$ cat src/rtl/median.sv
// Streaming 9-sample median filter: loads a 9-sample burst, then finds
// the 5th largest value by repeated max-elimination on one comparator.
module median #(
  parameter int WIDTH = 8
) (
  input  logic             CLK,
  input  logic             nRST,
  input  logic [WIDTH-1:0] DI,
  input  logic             DSI,
  output logic [WIDTH-1:0] DO,
  output logic             DSO
);

  typedef enum logic [1:0] {
    IDLE,
    LOAD,
    COMPUTE,
    DONE
  } state_t;

  state_t           r_state;
  logic [WIDTH-1:0] r_smp [9];
  logic [8:0]       r_rm;
  logic [3:0]       r_cnt;
  logic [2:0]       r_pass;
  logic [WIDTH-1:0] r_max;
  logic [3:0]       r_midx;
  logic             r_have;
  logic             r_arm;

  logic [WIDTH-1:0] w_sel;
  logic             w_take;
  logic [WIDTH-1:0] w_max;
  logic [3:0]       w_midx;

  // One candidate per cycle; strict '>' keeps the first of equal maxima
  always_comb begin
    w_sel  = r_smp[r_cnt];
    w_take = !r_rm[r_cnt] && (!r_have || (w_sel > r_max));
    w_max  = w_take ? w_sel : r_max;
    w_midx = w_take ? r_cnt : r_midx;
  end

  always_ff @(posedge CLK) begin
    if (!nRST) begin
      r_state <= IDLE;
      for (int k = 0; k < 9; k++) r_smp[k] <= '0;
      r_rm    <= '0;
      r_cnt   <= '0;
      r_pass  <= '0;
      r_max   <= '0;
      r_midx  <= '0;
      r_have  <= 1'b0;
      r_arm   <= 1'b1;
      DO      <= '0;
      DSO     <= 1'b0;
    end else begin
      // A new frame needs DSI low for a cycle after the previous burst
      if (!DSI) r_arm <= 1'b1;
      unique case (r_state)
        IDLE, DONE: begin
          if (DSI && r_arm) begin
            for (int k = 8; k > 0; k--) r_smp[k] <= r_smp[k-1];
            r_smp[0] <= DI;
            DSO      <= 1'b0;
            r_cnt    <= 4'd1;
            r_arm    <= 1'b0;
            r_state  <= LOAD;
          end
        end
        LOAD: begin
          if (DSI) begin
            for (int k = 8; k > 0; k--) r_smp[k] <= r_smp[k-1];
            r_smp[0] <= DI;
            if (r_cnt == 4'd8) begin
              r_cnt   <= '0;
              r_pass  <= '0;
              r_rm    <= '0;
              r_have  <= 1'b0;
              r_state <= COMPUTE;
            end else begin
              r_cnt <= r_cnt + 4'd1;
            end
          end else begin
            r_cnt   <= '0;
            r_state <= IDLE;
          end
        end
        COMPUTE: begin
          r_max  <= w_max;
          r_midx <= w_midx;
          if (r_cnt == 4'd8) begin
            r_cnt  <= '0;
            r_have <= 1'b0;
            if (r_pass == 3'd4) begin
              DO      <= w_max;
              DSO     <= 1'b1;
              r_state <= DONE;
            end else begin
              r_rm[w_midx] <= 1'b1;
              r_pass       <= r_pass + 3'd1;
            end
          end else begin
            r_cnt  <= r_cnt + 4'd1;
            r_have <= r_have || w_take;
          end
        end
        default: r_state <= IDLE;
      endcase
    end
  end

endmodule

$ cat config.mk
export PLATFORM = sky130hd
export DESIGN_NAME = median
export DESIGN_NICKNAME = d
export VERILOG_FILES = /design/src/rtl/median.sv
export SDC_FILE = /design/constraint.sdc
export NUM_CORES = 1
export LEC_CHECK = 0
export ABC_AREA = 1
export CORE_UTILIZATION = 63
export CTS_BUF_LIST = sky130_fd_sc_hd__clkbuf_4
export CTS_CLUSTER_DIAMETER = 30
export DETAILED_ROUTE_END_ITERATION = 7
export GPL_TIMING_DRIVEN = 0
export HOLD_SLACK_MARGIN = 0.15
export PLACE_DENSITY = 0.94
export SYNTH_ARGS = -nofsm -noshare
export SYNTH_HDL_FRONTEND = slang
export SYNTH_SLANG_ARGS = --single-unit
$ cat constraint.sdc
create_clock -name CLK -period 4.3 [get_ports CLK]
set_input_delay 0.86 -clock CLK [delete_from_list [all_inputs] [get_ports CLK]]
set_output_delay 0.86 -clock CLK [all_outputs]
set_load 0.02 [all_outputs]
---- Word level (Yosys, flattened, before mapping) ----
Memories as Yosys holds them, arrays and structs flattened. A register that Yosys moved wholly into a read port is not among the register bits.
Index checks and enable logic that the tools add are counted.
word-level totals
  flip-flop bits (word level) ............. 41
  RAM bits ................................ 72
  bits of input ports ..................... 11
  output and inout bits ................... 9
  word-level logic and storage cells ...... 130
  memories ................................ 1
cells by class
  add/subtract/negate cells ............... 2
  order comparisons ....................... 4
  equal/unequal tests ..................... 12
  multiplexer cells ....................... 66
  bitwise logic cells ..................... 19
  reductions and logical operators ........ 16
memories
  name   words  bits a word  read ports  clocked after Yosys merged registers in  write ports  RTL line  text
  r_smp  9      8            9           1                                        9            22        logic [WIDTH-1:0] r_smp [9];
operator list
  cell                   count
  $mux W8                19
  $mux W9                4
  $mux W4                6
  $mux W1                20
  $or A1 B1 Y1           18
  $pmux W9 S2            1
  $mux W3                4
  $ne A2 B2 Y1 const B   6
  $pmux W4 S3            1
  $lt A4 B5 Y1 const B   2
  $mux W2                5
  $or A9 B9 Y9           1
  $gt A8 B8 Y1           1
  $reduce_and A4 Y1      2
  $pmux W2 S3            1
  $pmux W3 S2            1
  $reduce_and A3 Y1      2
  $reduce_and A5 Y1      1
  $add A4 B1 Y4 const B  1
  $bmux W1 S4            1
  $demux W1 S4           1
  $eq A2 B2 Y1 const B   2
  $eq A4 B4 Y1 const B   1
  $ge A4 B1 Y1 const B   1
  11 further kinds       17

---- Logic depth before layout (Yosys ltp) ----
Gate-level depths: netlist of run 1.
  depth in word-level cells ............... 13
  depth in mapped cells ................... 25
  mapped depth without buffers ............ 23

---- Worst setup path before layout of run 1 ----
OpenSTA, ideal clock, no wires.
  path kind ............................... input to register
  from .................................... input nRST
  to ...................................... memory r_smp[0][0] (enable)
  library setup time ...................... 0.741 ns
  arrival ................................. 2.795 ns
  data required time ...................... 3.559 ns
  slack ................................... 0.764 ns
  stages on the path ...................... 4
  buffers on the path ..................... 2
  cells stage by stage .................... clkbuf_1 > nand2_1 > clkbuf_1 > nand2_1
RTL lines
  what             RTL line  text
  start, declared  7         input logic nRST,
  end, declared    22

==> results.ini, run 1 <==
[route]
drc_errors=0
viasPerCell=5.67
drt_first_pass_iters=7
wire_per_inst_um=15.0
drt-total-wl_um=12500
drt_iter0_markers=510
vias=4735
antenna_left=0

[outcome]
outcome=complete, no violations

[clocking]
cts_setup_buffers=0
clock_sinks=117
hold_buffers=0
clk_pin_slew_ns=0.10
ctsResizeCount=0
cts_tree=built
cts_buffers=17
cts_max_path_buffers=2
clkLatencyLatePin_ns=0.53
cts-root-buf=clkbuf_4
cts-htree-levels=4

[global_routing]
grt_pass1_wl_um=21000
grt_start_max_net_pins=73
antenna_found_initial=0
track_usage_pct=28.2
grt_pass1_vias=4654
grt-ovfl-total=0

[floorplan]
dieArea_um2=9390
die_h_um=96.9
boundaryPins=20
dieWidth_um=96.9
row_count=34
core_region_area_um2=8720
start_util_pct=65.1

[setup_path]
crit_path_end=r_max[0]
reg2reg_slack_ns=0.87
timing.rr.end=r_max[0]
cp_max_fo=10
r2r.worst_path.cells=19
arrival_ns=3.84
startpoint_type=register
crit_required_ns=4.71
critPathKind=register to register
cp-end-kind=register

[synth]
synth_edf_count=72
ys_async_sr_fraction_pct=0
syn-num-nets=703
yosys_warnings=0
synth_cells=677
yosys.cell_types.count=34
syn_area_um2=5680
syn_area_per_cell_um2=8.38
synth_seq_area_share_pct=54.0
synth_top_flop_cell=edfxtp_1
ys_ff_latch=117

[final_layout]
drive_above_1_share_pct=7.98
layout_commonest_cell=inv_1
final_cell_area_um2=6320
syn2layout_area_growth_pct=11.3
finalNonFillerCells=835
fin_nets=740
final_cell_mix=inv_1 (131), nor2_1 (103), nand2_1 (90)
diodes=0

[hold_path]
hold_path_class=register to register

[timing]
drv_slew=0
max_freq_mhz=291
setup_slack_ns=0.867
grt_setup_unrepaired=false
setup_tns_ns=0
setup-violations-final=0
hold_violations=0
fin_crit_ns=3.43
worst_slew_pin_slew_ns=0.905
period_share_pct=79.8
finClkSkew_ns=0.0139
relSlewSlack_pct=39.6

[place]
placed_cells=803
place_area_um2=6000
place_ws_ns=0.805
gp_congestion=0.936
hpwlAfterDp_um=8160
port_buffers=18

[pwr]
power_density_nw_per_um2=612
p_leak_nw=2.70
total_power_mw=3.87
max-vdd-ir-drop_mv=0.316

[job]
cap_violations=0

critical path: stages (launching register included):
cell and delay (ns):
dfxtp_1 0.32, buf_2 0.21, buf_1 0.46, a21oi_1 0.14
o21ai_0 0.12, nand3_1 0.13, nand3_1 0.12, nand2_1 0.09
ha_1 0.31, a21oi_1 0.20, nor2_1 0.07, nor2_1 0.13
nand2_1 0.07, nand2_1 0.09, nand2_2 0.14, nand2_4 0.12
buf_6 0.15, o21ai_0 0.14, o21ai_0 0.26, inv_1 0.06
power by group:
group / total, mW / internal (mW) / leakage, nW / switching, mW
logic: 1.42 / 0.427 / 1.40 / 0.997
clock network: 0.896 / 0.463 / 0.168 / 0.432
registers: 1.55 / 1.45 / 1.13 / 0.0997
per-layer routing:
metal	vias up	routed length [µm]	GRT usage, %	share of wire (%)
met2	257	6480	49.5	52
met1	2190	4660	32.1	37
met5	-	0	0	0
met3	44	1010	7.37	8.0
li1	2244	-	-	-
met4	0	349	12.7	2.8
cell families after synthesis:
group           synth area share, %
compound gates                 12.1
xor+xnor                      0.154
fa+ha+maj                      3.31
buf+inv                        11.2
flops                          54.0
simple gates                   19.3
through the flow:
step           utilization (%)  hold WS, ns
3_3_place_gp              68.7        0.439
2_1_floorplan                -        0.430
4_1_cts                   72.5        0.470
3_5_place_dp              68.8        0.455
5_1_grt                   72.5        0.496
6_report                  72.5        0.468
final cells by class:
| class | count | area [µm²] |
|---|---|---|
| plain buffers | 27 | 116 |
| clock buffers | 18 | 135 |
| clock inverters | 14 | 185 |
| fillers | 595 | 2400 |
| inverters | 138 | 520 |
| multi-input cells | 395 | 1980 |
| flip-flops and latches | 117 | 3060 |
| well taps | 108 | 135 |
| repair buffers | 18 | 180 |
registers in the layout, indices dropped and copies added, names as in the netlist, 2 cells and up, named ones only:
| name | flops |
|---|---|
| DO | 8 |
| r_state | 2 |
| r_rm | 9 |
| r_smp | 72 |
| r_pass | 3 |
| r_cnt | 4 |
| r_max | 8 |
| r_midx | 4 |
synthesized netlist by cell type, types with 2 or more instances:
| cell type | number | area (µm²) |
|---|---|---|
| clkinv_1 | 3 | 11.3 |
| nand4_1 | 3 | 18.8 |
| dfxtp_1 | 45 | 901 |
| nand2_1 | 91 | 342 |
| o211ai_1 | 17 | 128 |
| ha_1 | 15 | 188 |
| clkbuf_1 | 18 | 67.6 |
| o21ai_0 | 37 | 185 |
| edfxtp_1 | 72 | 2160 |
| buf_1 | 4 | 15.0 |
| nand2_2 | 5 | 31.3 |
| inv_1 | 131 | 492 |
| a211oi_1 | 2 | 15.0 |
| nand3_1 | 44 | 220 |
| inv_2 | 3 | 11.3 |
| o21ai_1 | 13 | 65.1 |
| a21oi_1 | 50 | 250 |
| nor2_4 | 2 | 22.5 |
| buf_2 | 3 | 15.0 |
| nor2_2 | 2 | 12.5 |
| nand2_4 | 2 | 22.5 |
| nor2_1 | 103 | 387 |
worst min path at each step:
stage               startpoint       to  slack, ns  depth (start not counted)
floorplan              r_rm[8]  r_rm[8]       0.43                          2
global placement       r_rm[8]  r_rm[8]       0.44                          2
detailed placement     r_rm[5]  r_rm[5]       0.45                          2
CTS                    r_rm[5]  r_rm[5]       0.47                          2
global route           r_rm[3]  r_rm[3]       0.50                          2
finish                 r_rm[2]  r_rm[2]       0.47                          2
Note: power is estimated with default switching activity, not from simulation.
==> run 2: changes to the inputs <==
--- a/config.mk
+++ b/config.mk
@@ -6,13 +6,13 @@
 export NUM_CORES = 1
 export LEC_CHECK = 0
 export ABC_AREA = 1
-export CORE_UTILIZATION = 63
+export CORE_UTILIZATION = 57
 export CTS_BUF_LIST = sky130_fd_sc_hd__clkbuf_4
 export CTS_CLUSTER_DIAMETER = 30
 export DETAILED_ROUTE_END_ITERATION = 7
 export GPL_TIMING_DRIVEN = 0
 export HOLD_SLACK_MARGIN = 0.15
-export PLACE_DENSITY = 0.94
+export PLACE_DENSITY = 0.9
 export SYNTH_ARGS = -nofsm -noshare
 export SYNTH_HDL_FRONTEND = slang
 export SYNTH_SLANG_ARGS = --single-unit
==> constraint.sdc (replaced) <==
create_clock -name CLK -period 3.05 [get_ports CLK]
set_input_delay 0.61 -clock CLK [delete_from_list [all_inputs] [get_ports CLK]]
set_output_delay 0.61 -clock CLK [all_outputs]
set_load 0.02 [all_outputs]
==> run 2 against run 1 <==
Compared with the run above: die area up 10%; via count down 2.9%; sequential power up 41%; count of clock-buffer cells in the layout down 1; critical endpoint is now r_rm[8]; global-route usage down 3.7 points; largest power group unchanged; clock power up 38%; routed wire length down 5.8%; worst hold slack better by 0.0025 ns; maximum frequency up 19%.
==> results.ini, run 2 (synthesis results as in run 1) <==
[outcome]
outcome=complete, no violations

[global_routing]
grt_pass1_vias=4482
grt_pass1_wl_um=19500
antenna_found_initial=0
track_usage_pct=24.5
grt_start_max_net_pins=73
grt-ovfl-total=0

[clocking]
clkLatencyLatePin_ns=0.53
clock_sinks=117
cts-htree-levels=4
cts_tree=built
clk_pin_slew_ns=0.12
cts-root-buf=clkbuf_4
cts_max_path_buffers=2
hold_buffers=0
cts_buffers=17

[final_layout]
fin_nets=740
finalNonFillerCells=860
final_cell_mix=inv_1 (131), nor2_1 (101), nand2_1 (89)
syn2layout_area_growth_pct=13.5
largestRegisters=r_smp x72, r_rm x9
fin_util_pct=66.2
final_cell_area_um2=6440
fill_cells=744
top_register=r_smp
layout_commonest_cell=inv_1
diodes=0
drive_above_1_share_pct=10.3
largest_reg_flops=72

[pwr]
power_density_nw_per_um2=852
p_leak_nw=2.75
max-vdd-ir-drop_mv=0.452

[timing]
drv_slew=0
worst_slew_pin_slew_ns=0.676
fin_crit_ns=2.89
finClkSkew_ns=0.0214
setup-violations-final=0
setup_slack_ns=0.163
hold_violations=0
period_share_pct=94.7
setup_tns_ns=0
relSlewSlack_pct=54.7
max_freq_mhz=346

[setup_path]
crit_chain=buf_6, buf_4, o211ai_1, nand3_1, nand3_1, nand2_2, ha_1, nand2_1, nor2_2, nand2_1, nand2_1, nand2_1, nand2_4, nand2_4, buf_6, nand2_1, nand2_1, nor2_2, nand2_1, a21oi_2
cpLargestDelayFamily=simple AND/OR/NAND/NOR gates
crit_top_cell=nand2_1
crit_required_ns=3.50
path_buf_inv=3
cp_max_fo=10
critPathKind=register to register
arrival_ns=3.34
startpoint_type=register
cp-end-kind=register
cp_slowest_stage_delay_ns=0.32
cpMaxStageDelayCell=dfxtp_1

[route]
drt_first_pass_iters=6
viasPerCell=5.35
drt_iter0_markers=324
antenna_left=0
drc_errors=0
drt-total-wl_um=11800
wire_per_inst_um=13.7
vias=4599

[floorplan]
dieArea_um2=10400
start_util_pct=58.3
die_h_um=102
dieWidth_um=102
core_region_area_um2=9730
boundaryPins=20
row_count=36

[place]
gp_congestion=0.916
place_ws_ns=-0.194
place_area_um2=6030
port_buffers=18
hpwlAfterDp_um=7900
placed_cells=828

[job]
cap_violations=0

[hold_path]
hold_path_class=register to register

[run 2: changes by cell type in the layout (fill, tap and decap cells not counted), sizes merged]
| cell | delta |
|---|---|
| buf | +2 |
| bufinv | -1 |
| inv | +5 |
| clkinvlp | +1 |
| clkinv | -4 |
| clkbuf | -3 |
[run 2: what timing repair did]
item | in CTS | in global routing
buffers inserted | 0 | 2
setup endpoints to repair | 29 | 34
pin swaps | 0 | 5
resized for setup | 4 | 49
[run 2: where the power goes]
| group | internal (mW) | switching (mW) | total (mW) |
|---|---|---|---|
| clock network | 0.587 | 0.649 | 1.24 |
| registers | 2.04 | 0.138 | 2.18 |
| logic | 0.675 | 1.40 | 2.08 |
| total | 3.30 | 2.19 | 5.49 |
[run 2: metal layers]
layer / share of wire [%] / vias to the layer above / global-route usage, %
met3: 6.4 / 39 / 5.38
met2: 50 / 189 / 42.6
met5: 0 / - / 0
li1: - / 2246 / -
met4: 3.1 / 0 / 14.2
met1: 40 / 2125 / 27.7
[run 2: cell type report]
| cell class | instances | area, µm² | share of cell area (%) |
|---|---|---|---|
| Timing Repair Buffer | 20 | 195 | 3.03 |
| Clock buffer | 17 | 128 | 1.98 |
| Clock inverter | 15 | 194 | 3.01 |
| Sequential cell | 117 | 3060 | 47.6 |
| Buffer | 25 | 159 | 2.47 |
| Tap cell | 133 | 166 | 2.58 |
| Inverter | 138 | 524 | 8.14 |
| Multi-Input combinational cell | 395 | 2010 | 31.2 |
[run 2: stage by stage]
stage	power, mW	hold slack (ns)
floorplan	3.62	0.430
global placement	4.00	0.438
detailed placement	4.11	0.453
CTS	5.35	0.467
global route	5.84	0.499
finish	5.49	0.471
[run 2: final timing paths]
| kind | cells after the start | slack (ns) | start | endpoint |
|---|---|---|---|---|
| worst max-delay path | 20 | 0.16 | register | r_rm[8] |
| worst min-delay path | 2 | 0.47 | r_rm[2] | r_rm[2] |
| worst max register to register | 20 | 0.16 | register | r_rm[8] |
| worst min register to register | 2 | 0.47 | r_rm[2] | r_rm[2] |
[run 2: tightest hold or removal path, delay by kind of cell, from the launching register on]
| family | cells | cell delay [ns] |
|---|---|---|
| buffers and inverters | 1 | 0.06 |
| AOI/OAI and AO/OA | 1 | 0.06 |
| DFF | 1 | 0.32 |
==> run 3: changes to the inputs <==
--- a/config.mk
+++ b/config.mk
@@ -6,13 +6,15 @@
 export NUM_CORES = 1
 export LEC_CHECK = 0
 export ABC_AREA = 1
-export CORE_UTILIZATION = 57
+export CAP_MARGIN = 5
+export CORE_UTILIZATION = 63
 export CTS_BUF_LIST = sky130_fd_sc_hd__clkbuf_4
 export CTS_CLUSTER_DIAMETER = 30
 export DETAILED_ROUTE_END_ITERATION = 7
 export GPL_TIMING_DRIVEN = 0
 export HOLD_SLACK_MARGIN = 0.15
-export PLACE_DENSITY = 0.9
+export PLACE_DENSITY = 0.94
+export RECOVER_POWER = 25
 export SYNTH_ARGS = -nofsm -noshare
 export SYNTH_HDL_FRONTEND = slang
 export SYNTH_SLANG_ARGS = --single-unit
==> constraint.sdc (replaced) <==
create_clock -name CLK -period 3.1 [get_ports CLK]
set_input_delay 0.62 -clock CLK [delete_from_list [all_inputs] [get_ports CLK]]
set_output_delay 0.62 -clock CLK [all_outputs]
set_load 0.02 [all_outputs]
==> run 3 against run 2 <==
Compared with the run above: die area shrank 9.3%; count of clock-buffer cells in the layout unchanged; flip-flop and latch count unchanged; sequential power about the same; setup slack worse by 0.035 ns; cell count is 2.6% lower; worst hold slack better by 0.0026 ns; critical path type unchanged; critical endpoint is now r_rm[1]; largest power group unchanged.
==> results.ini, run 3 (synthesis results as in run 1) <==
[final_layout]
drive_above_1_share_pct=9.45
final_cell_area_um2=6420
largest_reg_flops=72
multi_input_area_um2=1980
fin_util_pct=73.7
final_cell_mix=inv_1 (132), nor2_1 (102), nand2_1 (90)
syn2layout_area_growth_pct=13.2
fin_nets=743
largestRegisters=r_smp x72, r_rm x9
layout_commonest_cell=inv_1
top_register=r_smp
finalNonFillerCells=838
fill_cells=609
diodes=0
ff_latch_area_um2=3060

[place]
placed_cells=803
hpwlAfterDp_um=8440
port_buffers=18
gp_congestion=0.902
place_area_um2=6000

[floorplan]
dieArea_um2=9390
core_region_area_um2=8720
start_util_pct=65.1
row_count=34
boundaryPins=20
dieWidth_um=96.9
die_h_um=96.9

[job]
cap_violations=0

[timing]
drv_slew=0
relSlewSlack_pct=38.7
hold_ws_ns=0.474
finClkSkew_ns=0.0193
period_share_pct=95.9
setup-violations-final=0
fin_crit_ns=2.97
max_freq_mhz=337
worst_slew_pin_slew_ns=0.920
hold_violations=0

[setup_path]
crit_required_ns=3.57
cpMaxStageDelayCell=dfxtp_1
cp-end-kind=register
critPathKind=register to register
cp_slowest_stage_delay_ns=0.33
arrival_ns=3.44
crit_chain=buf_6, buf_4, o211ai_1, nand3_1, nand3_1, nand2_1, ha_1, nand2_1, nor2_2, nand2_1, nand2_1, nand2_1, nand2_4, nand2_4, buf_6, nand2_1, nand2_2, nor2_4, nand2_1, a21oi_1
reg2reg_slack_ns=0.13
startpoint_type=register
crit_top_cell=nand2_1
cp_max_fo=10

[route]
drc_errors=0
drt_first_pass_iters=5
wire_per_inst_um=15.1
vias=4739
viasPerCell=5.66
drt-total-wl_um=12700
antenna_left=0
drt_iter0_markers=528

[clocking]
cts_buffers=17
cts-htree-levels=4
cts_tree=built
cts_max_path_buffers=2
clkLatencyLatePin_ns=0.55
hold_buffers=0
clk_pin_slew_ns=0.12
cts-root-buf=clkbuf_4
clock_sinks=117

[global_routing]
grt_start_max_net_pins=73
grt-ovfl-total=0
antenna_found_initial=0
track_usage_pct=27.8
grt_pass1_wl_um=20600
grt_pass1_vias=4581

[outcome]
outcome=complete, no violations

[pwr]
total_power_mw=5.54
max-vdd-ir-drop_mv=0.444
p_leak_nw=2.80
power_density_nw_per_um2=863

[hold_path]
hold_path_class=register to register

run 3: final timing paths:
| kind | from | endpoint | depth (start not counted) |
|---|---|---|---|
| max | register | r_rm[1] | 20 |
| min | r_rm[4] | r_rm[4] | 2 |
| max reg2reg | register | r_rm[1] | 20 |
| min reg2reg | r_rm[4] | r_rm[4] | 2 |
run 3: stage by stage:
stage | setup WS, ns | TNS (ns)
global placement | -0.588 | -42.12
floorplan | 0.465 | 0
global route | -0.00680 | -0.00680
detailed placement | -0.153 | -12.75
finish | 0.128 | 0
CTS | 0.0343 | 0
run 3: final cells by class:
type                    count  share of cell area (%)
flip-flops and latches    117                    47.7
multi-input cells         395                    30.9
inverters                 138                    8.16
clock inverters            15                    3.41
repair buffers             22                    3.27
plain buffers              26                    2.49
well taps                 108                    2.10
clock buffers              17                    1.99
run 3: metal layers:
layer  share of wire, %  wire, µm  track usage, %
met1                 38      4880            31.5
met2                 52      6570            50.1
met3                7.1       907            5.13
met4                2.6       333            13.5
met5                  0         0               0
run 3: power by group:
part           internal [mW]  switching (mW)  total (mW)
combinational          0.650            1.41        2.06
sequential              2.01           0.143        2.15
clock                  0.662           0.660        1.32
run 3: what timing repair did:
item | 4_1_cts | 5_1_grt
gates resized for setup | 9 | 32
pin swaps | 0 | 3
setup buffers | 0 | 4
setup endpoints to repair | 29 | 29
hold endpoints to repair | 0 | 0
run 3: critical path, delay by kind of cell, from the launching register on:
| kind | cells | cell delay [ns] |
|---|---|---|
| AO/OA/AOI/OAI | 2 | 0.36 |
| adder cells (fa/ha/maj) | 1 | 0.31 |
| buffers and inverters | 3 | 0.46 |
| flip-flops | 1 | 0.33 |
| AND/OR/NAND/NOR | 14 | 1.43 |
